`config.mk`:
```
export PLATFORM = sky130hd
export DESIGN_NAME = spm_req_rsp_adapter
export DESIGN_NICKNAME = d
export VERILOG_FILES = /design/src/rtl/spm_req_rsp_adapter.sv
export SDC_FILE = /design/constraint.sdc
export NUM_CORES = 1
export LEC_CHECK = 0
export CAP_MARGIN = 20
export CORE_AREA = 2 2 224 226
export DETAILED_ROUTE_END_ITERATION = 12
export DIE_AREA = 0 0 226 228
export GPL_ROUTABILITY_DRIVEN = 0
export PLACE_DENSITY = 0.55
export RECOVER_POWER = 50
export SYNTH_ARGS = -nofsm -noshare
export SYNTH_HDL_FRONTEND = slang
export SYNTH_SLANG_ARGS = --single-unit
```
`constraint.sdc`:
```
create_clock -name clk_i -period 31.4 [get_ports clk_i]
set_clock_uncertainty 0.05 [all_clocks]
set_input_delay 6.28 -clock clk_i [delete_from_list [all_inputs] [get_ports clk_i]]
set_output_delay 6.28 -clock clk_i [all_outputs]
set_load 0.05 [all_outputs]
```
`src/rtl/spm_req_rsp_adapter.sv`:
```
// spm_req_rsp_adapter: valid/ready front-end for a 1-cycle-latency single-port SRAM,
// with a credit-protected response FIFO so read data survives consumer back-pressure.
module spm_req_rsp_adapter #(
    parameter int NumWords  = 1024,
    parameter int DataWidth = 128,
    parameter int ByteWidth = 8,
    parameter int RspDepth  = 2,
    parameter int AddrWidth = (NumWords > 1) ? $clog2(NumWords) : 1,
    parameter int BeWidth   = (DataWidth + ByteWidth - 1) / ByteWidth
) (
    input  logic                 clk_i,
    input  logic                 rst_i,
    input  logic                 req_valid_i,
    output logic                 req_ready_o,
    input  logic                 req_we_i,
    input  logic [AddrWidth-1:0] req_addr_i,
    input  logic [DataWidth-1:0] req_wdata_i,
    input  logic [BeWidth-1:0]   req_be_i,
    output logic                 rsp_valid_o,
    input  logic                 rsp_ready_i,
    output logic [DataWidth-1:0] rsp_rdata_o,
    output logic                 mem_req_o,
    output logic                 mem_we_o,
    output logic [AddrWidth-1:0] mem_addr_o,
    output logic [DataWidth-1:0] mem_wdata_o,
    output logic [BeWidth-1:0]   mem_be_o,
    input  logic [DataWidth-1:0] mem_rdata_i,
    output logic                 busy_o
);
    localparam int PtrW = (RspDepth > 1) ? $clog2(RspDepth) : 1;
    localparam int CntW = $clog2(RspDepth + 1);

    if (RspDepth < 1) begin : g_bad_depth
        $error("spm_req_rsp_adapter: RspDepth must be >= 1");
    end

    logic                 r_inflight;
    logic [PtrW-1:0]      r_rd;
    logic [PtrW-1:0]      r_wr;
    logic [CntW-1:0]      r_count;
    logic [DataWidth-1:0] r_mem [RspDepth];

    logic          w_empty;
    logic [CntW:0] w_occ;
    logic          w_fire;
    logic          w_bypass;
    logic          w_push;
    logic          w_pop;

    function automatic logic [PtrW-1:0] f_inc(input logic [PtrW-1:0] p);
        return (p == PtrW'(RspDepth - 1)) ? '0 : p + 1'b1;
    endfunction

    // Credit uses registered state only, so a pop frees its slot one cycle later.
    always_comb begin
        w_empty     = r_count == '0;
        w_occ       = {1'b0, r_count} + {{CntW{1'b0}}, r_inflight};
        req_ready_o = ~rst_i & (req_we_i | (w_occ < (CntW + 1)'(RspDepth)));
        w_fire      = req_valid_i & req_ready_o;
        mem_req_o   = w_fire;
        mem_we_o    = req_we_i;
        mem_addr_o  = req_addr_i;
        mem_wdata_o = req_wdata_i;
        mem_be_o    = req_we_i ? req_be_i : '0;
        w_bypass    = r_inflight & w_empty;
        rsp_valid_o = ~rst_i & (r_inflight | ~w_empty);
        rsp_rdata_o = w_bypass ? mem_rdata_i : r_mem[r_rd];
        w_pop       = rsp_valid_o & rsp_ready_i & ~w_empty;
        w_push      = r_inflight & ~(w_bypass & rsp_ready_i);
        busy_o      = ~rst_i & (r_inflight | ~w_empty);
    end

    always_ff @(posedge clk_i) begin
        if (rst_i) begin
            r_inflight <= 1'b0;
            r_rd       <= '0;
            r_wr       <= '0;
            r_count    <= '0;
        end else begin
            r_inflight <= w_fire & ~req_we_i;
            r_rd       <= w_pop ? f_inc(r_rd) : r_rd;
            r_wr       <= w_push ? f_inc(r_wr) : r_wr;
            r_count    <= r_count + CntW'(w_push) - CntW'(w_pop);
        end
    end

    always_ff @(posedge clk_i) begin
        if (!rst_i && w_push) r_mem[r_wr] <= mem_rdata_i;
    end

    always_ff @(posedge clk_i) begin
        if (!rst_i) assert (!(w_push && r_count == CntW'(RspDepth)))
            else $error("spm_req_rsp_adapter: response FIFO overflow");
    end
endmodule

```
==> impl_metrics.tcl <==
set metrics [dict create \
    status "complete, but fails checks" \
    violations "max-capacitance violations, max-slew violations" \
    synth_flop_cell "edfxtp_1" \
    setup_viol 0 \
    clockPowerShare_pct 37.1 \
    netSwitchingFraction_pct 27.4 \
    start_util_pct 24.5 \
    core_area_mm2 0.0493 \
    synthArstFlopShare_pct 0 \
    ioPinCount 574 \
    syn2layout_area_growth_pct 28.3 \
    grt_pass1_wl_um 41100 \
    p_per_area_mw_per_mm2 55.4 \
    io_buffers 297 \
    wl_met2_um 13000 \
    first_iter_violations 285 \
    cts-resized-gates 0 \
    slew_headroom_pct -436 \
    ys_seq_area_share_pct 64.6 \
    antenna_found_initial 6 \
    yosysMostFrequentCell "edfxtp_1" \
    hold_class "register to register" \
    drive_above_1_share_pct 12.2 \
    avgSynthCellArea_um2 13.8 \
    setup_slack_ps 16720 \
    wl_met1_um 10700 \
    dp_slack_ps 16810 \
    nets 1315 \
    critPathLaunchType "input pin" \
    p_int_w 0.000624 \
    syn_area_mm2 0.0121 \
    fin_crit_ps 14680 \
    synth-seq-cells 262 \
    synth.distinct_cells 28 \
    synth-edff-count 256 \
    finalMaxSlewViolations 258 \
    vdd_drop_max_mv 0.0341 \
    cts_buffers 31 \
    grtUsageTotal_pct 10.1 \
    r2r_slack_ps 24140 \
    syn_nets 1162 \
    crit_arrival_ps 8350 \
    clock-root-buffer "clkbuf_16" \
    grt_max_degree 129 \
    die_y_um 228 \
    maxCapViolCount 2 \
    p_sw_w 0.000235 \
    grt_setup_unrepaired "false" \
    cts-htree-levels 1 \
    cts_tree "built" \
    top_layer "met5" \
    p_leak_nw 4.75 \
    synth_commonest_cells "256 x edfxtp_1, 142 x buf_4, 128 x mux2i_1" \
    fmax_mhz 68.1 \
    post_cts_buffers 0 \
    die-area_mm2 0.0515 \
    netlist_instances 873 \
    finalCritPeriodShare_pct 46.7 \
    tns_ps 0 \
    vias_per_cell 4.06 \
    hold_violations 0 \
    crit_end "mem_req_o" \
    path_class "input pin to output port" \
    wl_met3_um 2600 \
    cp-startpoint "req_we_i" \
    tightest_slew_ps 8030 \
    dp_hpwl_um 16700 \
    rows 82 \
    cts_hold_buf 0 \
    yosysWarnings 0 \
    die_w_um 226 \
    combPwrFrac_pct 17.3 \
    synthTopCellsByArea "edfxtp_1 64%, mux2i_1 11%, buf_4 8.8%" \
    required_ps 25070 \
    vias 6985 \
    p_total_w 0.000859 \
    r2r_start "r_count[1]" \
    seqPwrFrac_pct 45.6 \
    cts.clk_slew.worst_paths_ps 60 \
    synth_top_area_share_pct 63.6 \
    crit_path_end_kind "output port" \
    cts_buffer_depth 3 \
    postRouteAntennaNets 0 \
    cp_max_fo 18 \
    yosysTopAreaCell "edfxtp_1" \
    dr.pass1.iters 4 \
    r2r-end "r_mem[1][69]" \
    overflow 0 \
    worstRegToRegCells 3 \
    grt_pass1_vias 7274 \
    remaining_drc_errors 0 \
    clkLatencyLatePin_ps 560 \
    wl_um 26800 \
    avgRoutedWirePerCell_um 15.6 \
    cts.sinks 262 \
]
==> worst min path at each step <==
stage / start / to / slack, ps / cells after the start
floorplan: r_rd / register / 420 / 2
global placement: r_rd / r_rd / 440 / 2
detailed placement: r_rd / register / 450 / 2
CTS: r_rd / register / 460 / 2
global route: r_rd / register / 500 / 2
finish: r_rd / register / 460 / 2
==> cell usage in the layout, fill, tap and decap left out, types with 6 or more instances in the layout <==
cell | netlist | final
edfxtp_1 | 256 | 256
clkdlybuf4s50_1 | 0 | 167
dlygate4sd3_1 | 0 | 130
mux2i_1 | 128 | 128
o21ai_0 | 89 | 89
nand2_1 | 88 | 88
nand2_2 | 40 | 40
o21ai_2 | 40 | 40
clkbuf_16 | 0 | 31
and2_1 | 17 | 17
clkbuf_1 | 11 | 15
nor2_1 | 6 | 6
==> logic make-up (layout without fill, tap and decap cells) <==
| kind of cell | after synthesis | after routing | share of synthesized area (%) |
|---|---|---|---|
| flops | 262 | 262 | 64.6 |
| buf+inv | 187 | 362 | 11.2 |
| xor+xnor | 3 | 3 | 0.218 |
| fa+ha+maj | 2 | 2 | 0.207 |
| other cells | 0 | 1 | 0 |
| simple gates | 158 | 158 | 6.28 |
| compound gates | 132 | 132 | 6.75 |
| mux | 129 | 129 | 10.7 |
==> flip-flops by register name, summed over array words and instances (netlist names), named ones only <==
| name | flops |
|---|---|
| r_mem | 256 |
| r_count | 2 |
| r_inflight | 1 |
| r_rd | 1 |
| r_wr | 1 |
==> critical path: stages <==
cell and delay (ps):
dlygate4sd3_1 800, inv_1 100, a21oi_1 200, and2_1 160, clkdlybuf4s50_1 800
==> per-layer routing <==
layer  vias to the layer above  track usage [%]
met5                         -                0
met4                         8             2.71
met3                        52             4.26
met2                       304             17.1
met1                      3294             11.7
li1                       3327                -
==> cell type report <==
cell class                 count  area [um2]
clock inverter                11        62.6
tap                          672         841
inverter                       3        11.3
timing repair buffer         304        3020
fill                        4978       33800
clock buffer                  44         825
antenna                        1        2.50
sequential                   262        7810
multi-input combinational    424        2930
==> power by group through the flow <==
stage	registers (W)	clock network, W	logic (W)
2_1_floorplan	0.000397	0	0.000142
4_1_cts	0.000391	0.000331	0.000154
6_report	0.000392	0.000318	0.000149
3_5_place_dp	0.000398	0	0.000154
3_3_place_gp	0.000398	0	0.000153
5_1_grt	0.000392	0.000346	0.000157
==> metrics by stage <==
step / instances / hold slack (ps) / instance area, um2 / util (%)
after CTS: 1720 / 459 / 15500 / 31.5
after global placement: 1665 / 439 / 14600 / 29.7
after global routing: 1721 / 504 / 15500 / 31.4
final: 1721 / 462 / 15500 / 31.4
after floorplan: 873 / 422 / 12100 / -
after detailed placement: 1665 / 450 / 14600 / 29.7
(Power assumes the default switching activity.)
